### src/rtl/rv32im_muldiv_unit.sv
// Multi-cycle RV32 M-extension unit: shift-add multiply and restoring divide.
// Define RV32IM_MULDIV_FAST_MUL_EN to use a single-cycle combinational multiplier instead.
module rv32im_muldiv_unit #(
  parameter int XLEN = 32
) (
  input  logic            clk,
  input  logic            rst_n,
  input  logic            start,
  input  logic            mul_en,
  input  logic            div_en,
  input  logic [1:0]      sn,
  input  logic [1:0]      m_sel,
  input  logic [XLEN-1:0] rs1,
  input  logic [XLEN-1:0] rs2,
  output logic            busy,
  output logic            done,
  output logic [XLEN-1:0] result
);

  localparam int CW = $clog2(XLEN);

  typedef enum logic [1:0] {IDLE, CALC, FIX, DONE} state_t;

  state_t          state;
  logic [XLEN-1:0] hi, lo, opnd;
  logic [CW-1:0]   count;
  logic            op_mul, neg_prod, neg_rem;
  logic [1:0]      sel;

  logic              neg1, neg2, accept, div_zero, div_ovf;
  logic [XLEN-1:0]   mag1, mag2;
  logic [XLEN:0]     mul_sum;
  logic [XLEN+1:0]   div_diff;
  logic [2*XLEN-1:0] prod_fix;
  logic [XLEN-1:0]   quo_fix, rem_fix, fix_word;

  always_comb begin
    neg1     = sn[1] & rs1[XLEN-1];
    neg2     = sn[0] & rs2[XLEN-1];
    mag1     = neg1 ? (~rs1 + 1'b1) : rs1;
    mag2     = neg2 ? (~rs2 + 1'b1) : rs2;
    accept   = start && (state == IDLE) && !busy && (mul_en ^ div_en);
    div_zero = (rs2 == '0);
    div_ovf  = (sn == 2'b11) && (rs1 == {1'b1, {(XLEN-1){1'b0}}}) && (rs2 == '1);
    // hi holds the partial product / partial remainder, lo the multiplier / quotient bits
    mul_sum  = {1'b0, hi} + (lo[0] ? {1'b0, opnd} : {(XLEN+1){1'b0}});
    div_diff = {1'b0, hi, lo[XLEN-1]} - {2'b00, opnd};
    prod_fix = neg_prod ? (~{hi, lo} + 1'b1) : {hi, lo};
    quo_fix  = neg_prod ? (~lo + 1'b1) : lo;
    rem_fix  = neg_rem ? (~hi + 1'b1) : hi;
    if (sel[1])
      fix_word = sel[0] ? prod_fix[2*XLEN-1:XLEN] : prod_fix[XLEN-1:0];
    else
      fix_word = sel[0] ? rem_fix : quo_fix;
  end

`ifdef RV32IM_MULDIV_FAST_MUL_EN
  logic signed [2*XLEN-1:0] fast_a, fast_b, fast_prod;

  // 64-bit wraparound of the sign/zero-extended operands equals the 33x33 signed product
  always_comb begin
    fast_a    = {{XLEN{sn[1] & rs1[XLEN-1]}}, rs1};
    fast_b    = {{XLEN{sn[0] & rs2[XLEN-1]}}, rs2};
    fast_prod = fast_a * fast_b;
  end
`endif

  always_ff @(posedge clk or negedge rst_n) begin
    if (!rst_n) begin
      state    <= IDLE;
      busy     <= 1'b0;
      done     <= 1'b0;
      result   <= '0;
      hi       <= '0;
      lo       <= '0;
      opnd     <= '0;
      count    <= '0;
      op_mul   <= 1'b0;
      neg_prod <= 1'b0;
      neg_rem  <= 1'b0;
      sel      <= 2'b00;
    end else begin
      done <= 1'b0;
      case (state)
        IDLE: begin
          if (done) begin
            busy <= 1'b0;
          end else if (accept) begin
            busy     <= 1'b1;
            sel      <= m_sel;
            op_mul   <= mul_en;
            count    <= '0;
            neg_prod <= neg1 ^ neg2;
            neg_rem  <= neg1;
            if (div_en && div_zero) begin
              hi       <= rs1;
              lo       <= '1;
              neg_prod <= 1'b0;
              neg_rem  <= 1'b0;
              state    <= FIX;
            end else if (div_en && div_ovf) begin
              hi       <= '0;
              lo       <= {1'b1, {(XLEN-1){1'b0}}};
              neg_prod <= 1'b0;
              neg_rem  <= 1'b0;
              state    <= FIX;
            end else if (mul_en) begin
`ifdef RV32IM_MULDIV_FAST_MUL_EN
              {hi, lo} <= fast_prod;
              neg_prod <= 1'b0;
              state    <= FIX;
`else
              hi    <= '0;
              lo    <= mag2;
              opnd  <= mag1;
              state <= CALC;
`endif
            end else begin
              hi    <= '0;
              lo    <= mag1;
              opnd  <= mag2;
              state <= CALC;
            end
          end
        end
        CALC: begin
          if (op_mul) begin
            {hi, lo} <= {mul_sum, lo[XLEN-1:1]};
          end else if (!div_diff[XLEN+1]) begin
            hi <= div_diff[XLEN-1:0];
            lo <= {lo[XLEN-2:0], 1'b1};
          end else begin
            hi <= {hi[XLEN-2:0], lo[XLEN-1]};
            lo <= {lo[XLEN-2:0], 1'b0};
          end
          count <= count + 1'b1;
          if (count == CW'(XLEN-1))
            state <= FIX;
        end
        FIX: begin
          result <= fix_word;
          state  <= DONE;
        end
        DONE: begin
          done  <= 1'b1;
          state <= IDLE;
        end
        default: state <= IDLE;
      endcase
    end
  end

endmodule

### config.mk
export PLATFORM = sky130hd
export DESIGN_NAME = rv32im_muldiv_unit
export DESIGN_NICKNAME = d
export VERILOG_FILES = /design/src/rtl/rv32im_muldiv_unit.sv
export SDC_FILE = /design/constraint.sdc
export NUM_CORES = 1
export LEC_CHECK = 0
export BUFFER_PORTS_ARGS = -buffer_cell sky130_fd_sc_hd__buf_2
export CORE_UTILIZATION = 35
export CTS_BUF_LIST = sky130_fd_sc_hd__clkbuf_2 sky130_fd_sc_hd__clkbuf_4 sky130_fd_sc_hd__clkbuf_8
export DETAILED_ROUTE_END_ITERATION = 6
export PLACE_DENSITY = 0.48
export SYNTH_ARGS = -nofsm -noshare
export SYNTH_HDL_FRONTEND = slang
export SYNTH_SLANG_ARGS = --single-unit
### constraint.sdc
create_clock -name clk -period 4 [get_ports clk]
set_clock_uncertainty 0.2 [all_clocks]
set_input_delay 0.6 -clock clk [delete_from_list [all_inputs] [get_ports clk]]
set_output_delay 0.6 -clock clk [all_outputs]
set_load 0.03 [all_outputs]
==> results.md, run 1 <==
- Multiplexer share of the synthesized area: 4.83%
- Number of CTS-inserted buffers: 17
- Type of the setup path with the least slack: reg -> reg
- Met2 Track Usage GR: between 40% and 50%
- Top cell type's share of synthesized area: 24.9%
- Vias in the first global route: around 14000
- Core area: 40000 µm²
- Hold Vio Cnt, Final: 0
- Startpoint kind of the worst setup timing path: flop
- Effective utilization at floorplan: 35.7%
- Number of standard cells after synthesis: 1893
- Cell type with the highest aggregate area in the netlist: dfrtp_1
- Number of buffer cells added on primary ports: 106
- FF-to-FF path depth: 14
- Post-synth EDFFs: 0
- Sink count of the clock tree: 142
- Final clock period utilization by the worst path: 96.1%
- Avg Cell Area, Syn: 7.55 µm²
- Main flop type after synthesis: dfrtp_1
- Total vias in the final route: 14900
- Number of top-level pins: 107
- Clock tree from TritonCTS: built
- Post-CTS Setup Repair Bufs: 0
- Post-Syn Area: about 14000 µm²
- Worst setup path start: lo[0]
- Final slew viol count: 0
- Met1 Usage GRT: 40.8%
- Post-synthesis compound-gate area fraction: 26.8%
- Ys async rst share: 100%
- H-tree lvl count: 4
- Xor and xnor fraction of the mapped netlist area: 10.6%
- Global-route wire length before repair: 89400 µm
- Number of flip-flops and latches in the synthesized netlist: 142
- Clock latency of the later-clocked register in the worst-skew pair: 0.52 ns
- Final worst path period need: 3.84 ns
- DRC viols: 0
- Post-Synth Adder-Cell Area: 6.85%
- Origin of the critical flop-to-flop path: lo[0]
- Arrival time reported for the critical path endpoint: 4.08 ns
- Fraction of final layout cells sized beyond drive strength 1: 14.3%
- Maximum fanout along the worst path: 11
- Syn Nets: 2043
- HPWL after detailed placement: 47000 µm
- Pin count of the biggest net entering global routing: 87
- Final #Nets: 2142
- Area growth from synthesis to layout: 13.2%
- Met3 Use GR: 3.86%
- Die Span X: 204 µm
- Pin slew with the least headroom to its limit: about 0.85 ns
- Die Area: between 40000 and 50000 µm²
- Number of antenna violations at the first check in global routing: 0
- Kind of end point of the critical path: flop
- Clock Tree Buf Depth: 2
- Number of maximum-capacitance violations: 0
- Sum of negative setup slack: 0 ns
- DRT antenna net count: 0
- Drt wl/cell: around 24 µm
- GRT Overall Usage: 28.7%
- Maximum VDD drop: 0.000329 V
- Worst Hold Margin: 0.0777 ns
- Multi-input gate area in the final layout: 10000 µm²
- GRT overflow: 0
- Status: complete, no violations
- Portion of the post-synthesis area used by sequential elements: 24.9%
- Worst relative slew slack: 43.3%
- FMAX: 260 MHz
- Main combinational cell family by area after synthesis: compound AO/OA/AOI/OAI gates
- Critical path endpoint: hi[24]
- Power density relative to cell area: a little under 1000 nW/µm²
- Required arrival time at the worst endpoint: roughly 4.2 ns
- First-pass DRT Iterations: 5
- Root buffer cell: clkbuf_8
- RePlAce Congestion: 0.916
- Worst reg-to-reg setup slack: 0.16 ns
- Leakage Power: about 6.9 nW
- Synth cell count leaders: a21oi_1 (236), nor2_1 (219), o21ai_0 (154)
- Worst flop-to-flop path endpoint: hi[24]
- Yosys warns: 0
- Die Y: 204 µm
- Layer carrying the most global-route usage: met2
- Setup repair after global routing missed its margin: false
- Post-synthesis simple-gate area fraction: 20.6%
- Top post-synthesis cells by area: dfrtp_1 (25%), a21oi_1 (8.3%), ha_1 (6.6%), xnor2_1 (6.1%), nor2_1 (5.8%)
- Combined flip-flop and latch cell area: 3560 µm²
- Number of inserted filler cells in the final layout: 4314
- Setup-failing EPs final: 0
- Via-to-Cell Ratio: just under 6
- Total routed wirelength: just under 60000 µm
- Most frequently used cell type in the post-synthesis netlist: a21oi_1
- Clock transition time at the flip-flop clock pins of the worst setup and hold paths: 0.10 ns
- DRC violation total after the first TritonRoute iteration: 1463
- Number of standard-cell rows in the floorplan: 73
- Min-Delay Path Class: in -> reg
- Synth unique cells: between 70 and 80
==> cell type report <==
type                            count  area share, %
Sequential cell                   142           22.0
Clock inverter                     14          0.812
Antenna cell                        1         0.0155
Clock buffer                       18           1.53
Tap cell                          525           4.06
Multi-Input combinational cell   1563           62.0
Inverter                           62           1.46
Timing Repair Buffer              206           8.13
==> per-layer routing <==
metal | part of all wire [%] | routed length [µm]
met2 | 46 | 27100
met4 | 1.9 | 1140
met3 | 6.2 | 3670
met1 | 46 | 27600
met5 | 0 | 0
==> logic make-up (layout without fill, tap and decap cells) <==
| group | Yosys count | count (layout) |
|---|---|---|
| AOI/OAI and AO/OA | 626 | 626 |
| xor gates and xnor gates | 173 | 173 |
| adders and majority gates | 77 | 77 |
| buffers and inverters | 188 | 300 |
| DFF | 142 | 142 |
| muxes | 67 | 67 |
| other | 0 | 1 |
| and+or+nand+nor | 620 | 620 |
==> through the flow <==
stage / util, % / instances / power, mW / cell area (µm²) / setup slack (ns)
after detailed placement: 39.3 / 2497 / 14.1 / 15700 / 0.168
after global routing: 40.4 / 2530 / 16.8 / 16200 / 0.00160
after floorplan: - / 1893 / 10.5 / 14300 / 0.354
after CTS: 40.3 / 2530 / 15.4 / 16100 / 0.119
after global placement: 39.3 / 2497 / 14.2 / 15700 / 0.171
final: 40.4 / 2531 / 15.6 / 16200 / 0.156
==> layout by cell type (no fill, tap or decap), types with 27 or more instances in the layout <==
| cell type | netlist | routed |
|---|---|---|
| a21o_1 | 29 | 29 |
| o21ai_0 | 154 | 154 |
| dfrtp_1 | 142 | 140 |
| nand3_1 | 28 | 28 |
| xnor2_1 | 100 | 100 |
| nand2_1 | 151 | 151 |
| buf_2 | 5 | 105 |
| nor2_1 | 219 | 218 |
| mux2i_1 | 51 | 51 |
| xor2_1 | 73 | 73 |
| nor3_1 | 48 | 48 |
| a21oi_1 | 236 | 235 |
| buf_4 | 1 | 97 |
| o31ai_1 | 31 | 31 |
| a211oi_1 | 28 | 27 |
| ha_1 | 75 | 75 |
| inv_1 | 62 | 61 |
==> worst min-delay path by stage <==
stage / end / start / slack (ns) / cells after the start
final: sel[0] / m_sel[0] / 0.08 / 3
after CTS: sel[0] / m_sel[0] / 0.05 / 3
after global routing: sel[0] / m_sel[0] / 0.09 / 3
after global placement: opnd[13] / opnd[13] / 0.26 / 1
after detailed placement: opnd[13] / opnd[13] / 0.27 / 1
after floorplan: busy / rst_n / 0.10 / 0
==> worst max-delay path, stage by stage (launching register included) <==
cell,delay (ns)
dfrtp_1,0.40
clkinvlp_4,0.25
nor2_1,0.28
ha_1,0.29
a211oi_1,0.22
buf_4,0.18
nor4_1,0.05
or3_1,0.49
o21ai_0,0.23
buf_4,0.15
a311o_1,0.28
o21ai_0,0.15
xor2_1,0.31
o221ai_1,0.15
a21oi_1,0.14
==> where the power goes <==
group | leakage (nW) | total [mW] | internal (mW) | switching [mW]
combinational | 4.99 | 11.4 | 4.41 | 7.02
clock | 0.189 | 1.22 | 0.518 | 0.705
sequential | 1.72 | 2.98 | 2.12 | 0.861
==> flip-flops by register name, summed over array words and instances, names as in the netlist <==
name / flops
hi: 32
lo: 32
opnd: 32
result: 32
count: 5
sel: 2
state: 2
busy: 1
done: 1
neg_prod: 1
neg_rem: 1
op_mul: 1
==> repair_timing <==
item                                    4_1_cts  5_1_grt
endpoints found under the hold margin        56        0
gates resized for setup                       0        8
endpoints found under the setup margin        0       15
hold buffers                                  1        0
Power figures use the tool's default switching activity.
==> inputs of run 2 (changes only) <==
- CORE_UTILIZATION: 35 -> 60
- PLACE_DENSITY: 0.48 -> 0.77
==> results.md, run 2 (synthesis gave the netlist of run 1 again) <==
- Most common cell after layout, fill and taps aside: a21oi_1 (unchanged)
- Status: complete, but fails checks (was complete, no violations)
- Clock latency of the later-clocked register in the worst-skew pair: 0.49 ns (was 0.52 ns)
- Type of the setup path with the least slack: reg -> reg (unchanged)
- Root buffer cell: clkbuf_8 (unchanged)
- Number of CTS-inserted buffers: 17 (unchanged)
- DRT antenna net count: 0 (unchanged)
- Clock tree from TritonCTS: built (unchanged)
- Effective utilization at floorplan: 61.1% (was 35.7%)
- HPWL after detailed placement: 39800 µm (was 47000 µm)
- Clock transition time at the flip-flop clock pins of the worst setup and hold paths: 0.11 ns (was 0.10 ns)
- Final worst path period need: 3.79 ns (was 3.84 ns)
- Sum of negative setup slack: 0 ns (unchanged)
- Setup repair after global routing missed its margin: false (unchanged)
- Final #Nets: 2113 (was 2142)
- Number of buffer cells added on primary ports: 106 (unchanged)
- Sink count of the clock tree: 142 (unchanged)
- Fraction of final layout cells sized beyond drive strength 1: 12.9% (was 14.3%)
- GRT overflow: 0 (unchanged)
- Die Y: 156 µm (was 204 µm)
- Diode count: 0 (was 1)
- Core area: 23400 µm² (was 40000 µm²)
- Number of maximum-capacitance violations: 0 (unchanged)
- Kind of end point of the critical path: flop (unchanged)
- Core utilization of the finished layout: 67.0% (was 40.4%)
- Total vias in the final route: 15400 (was 14900)
- DRC violation total after the first TritonRoute iteration: 1965 (was 1463)
- Via-to-Cell Ratio: 6.72 (was 5.89)
- Number of inserted filler cells in the final layout: 2125 (was 4314)
- H-tree lvl count: 4 (unchanged)
- Worst Hold Margin: 0.106 ns (was 0.0777 ns)
- Maximum fanout along the worst path: 7 (was 11)
- Most frequent cells in the layout: a21oi_1 (235), nor2_1 (218), o21ai_0 (154), nand2_1 (151), dfrtp_1 (140) (unchanged)
- FMAX: 264 MHz (was 260 MHz)
- Maximum VDD drop: 0.000443 V (was 0.000329 V)
- Total routed wirelength: 51600 µm (was 59500 µm)
- Number of antenna violations at the first check in global routing: 0 (unchanged)
- Power density relative to cell area: 975 nW/µm² (was 966 nW/µm²)
- Startpoint kind of the worst setup timing path: flop (unchanged)
- Setup-failing EPs final: 0 (unchanged)
- Die Span X: 156 µm (was 204 µm)
- Area of placed instances: 15200 µm² (was 15700 µm²)
- Pin count of the biggest net entering global routing: 87 (unchanged)
- Required arrival time at the worst endpoint: 4.19 ns (was 4.24 ns)
- Leakage Power: 6.76 nW (was 6.90 nW)
- DRC viols: 5 (was 0)
- RePlAce Congestion: 1.04 (was 0.916)
- GRT Overall Usage: 42.2% (was 28.7%)
- Area growth from synthesis to layout: 9.66% (was 13.2%)
- Global-route wire length before repair: 78300 µm (was 89400 µm)
- Arrival time reported for the critical path endpoint: 3.99 ns (was 4.08 ns)
- Hold Vio Cnt, Final: 0 (unchanged)
- Fin area: 15700 µm² (was 16200 µm²)
- Failing checks: design-rule violations
- Die Area: 24400 µm² (was 41600 µm²)
- Vias in the first global route: 13800 (was 14000)
- Number of top-level pins: 107 (unchanged)
- Finished Layout Cells: 2295 (was 2531)
- Drt wl/cell: 22.5 µm (was 23.5 µm)
- Number of standard-cell rows in the floorplan: 56 (was 73)
- Final slew viol count: 0 (unchanged)
- Pin slew with the least headroom to its limit: 1.13 ns (was 0.851 ns)
- Worst relative slew slack: 24.4% (was 43.3%)
- Clock Tree Buf Depth: 2 (unchanged)
- Cell Count Post-Placement: 2257 (was 2497)
- Final clock period utilization by the worst path: 94.8% (was 96.1%)
- Min-Delay Path Class: in -> reg (unchanged)
- First-pass DRT Iterations: 7 (was 5)
## run 2: final cells by class
class / instances / area, µm² / area share [%]
Timing Repair Buffer: 176 / 1080 / 6.88
Tap cell: 319 / 399 / 2.55
Sequential cell: 142 / 3560 / 22.7
Multi-Input combinational cell: 1563 / 9990 / 63.8
Clock inverter: 15 / 168 / 1.07
Clock buffer: 17 / 234 / 1.49
Inverter: 62 / 236 / 1.51
Timing Repair inverter: 1 / 5.00 / 0.0319
## run 2: path summary, 6_finish.rpt
path,cells past startpoint,slack [ns],from,to
worst max-delay path,9,0.21,lo[9],result[19]
worst min-delay path,3,0.11,m_sel[0],sel[0]
worst max register to register,9,0.21,lo[9],result[19]
worst min register to register,2,0.29,opnd[5],opnd[5]
max in group asynchronous,3,2.32,rst_n,hi[16]
min in group asynchronous,2,0.45,rst_n,result[25]
## run 2: per-layer routing
| metal | up-vias | global-route usage [%] | share of wire, % |
|---|---|---|---|
| met3 | 158 | 10.9 | 14 |
| li1 | 7000 | - | - |
| met2 | 1040 | 61.5 | 42 |
| met1 | 7214 | 57.6 | 39 |
| met4 | 0 | 21.0 | 5.3 |
| met5 | - | 0 | 0 |
## run 2: stage by stage
| step | power, mW | worst slack (ns) |
|---|---|---|
| global placement | 13.4 | 0.189 |
| floorplan | 10.5 | 0.354 |
| detailed placement | 13.6 | 0.134 |
| global route | 16.3 | 0.0981 |
| finish | 15.3 | 0.207 |
| CTS | 14.8 | 0.110 |
## run 2: timing repair
| item | 4_1_cts | 5_1_grt |
|---|---|---|
| endpoints found under the setup margin | 0 | 7 |
| setup buffers | 0 | 4 |
| resized for setup | 0 | 4 |
| endpoints found under the hold margin | 63 | 0 |
| hold buffers | 1 | 0 |
## run 2: worst max-delay path: stages (launching register included)
cell     delay, ns
dfrtp_1       0.49
or4_2         0.66
or4_1         0.43
or3_1         0.45
or3_1         0.47
nor2b_4       0.22
o31ai_4       0.23
xor2_1        0.16
a21oi_1       0.08
mux2_2        0.31
## run 2: power breakdown
part	total [mW]	leakage, nW	internal, mW	switching [mW]
Combinational	11.0	4.83	4.23	6.77
Sequential	3.06	1.72	2.12	0.947
Clock	1.21	0.205	0.476	0.735
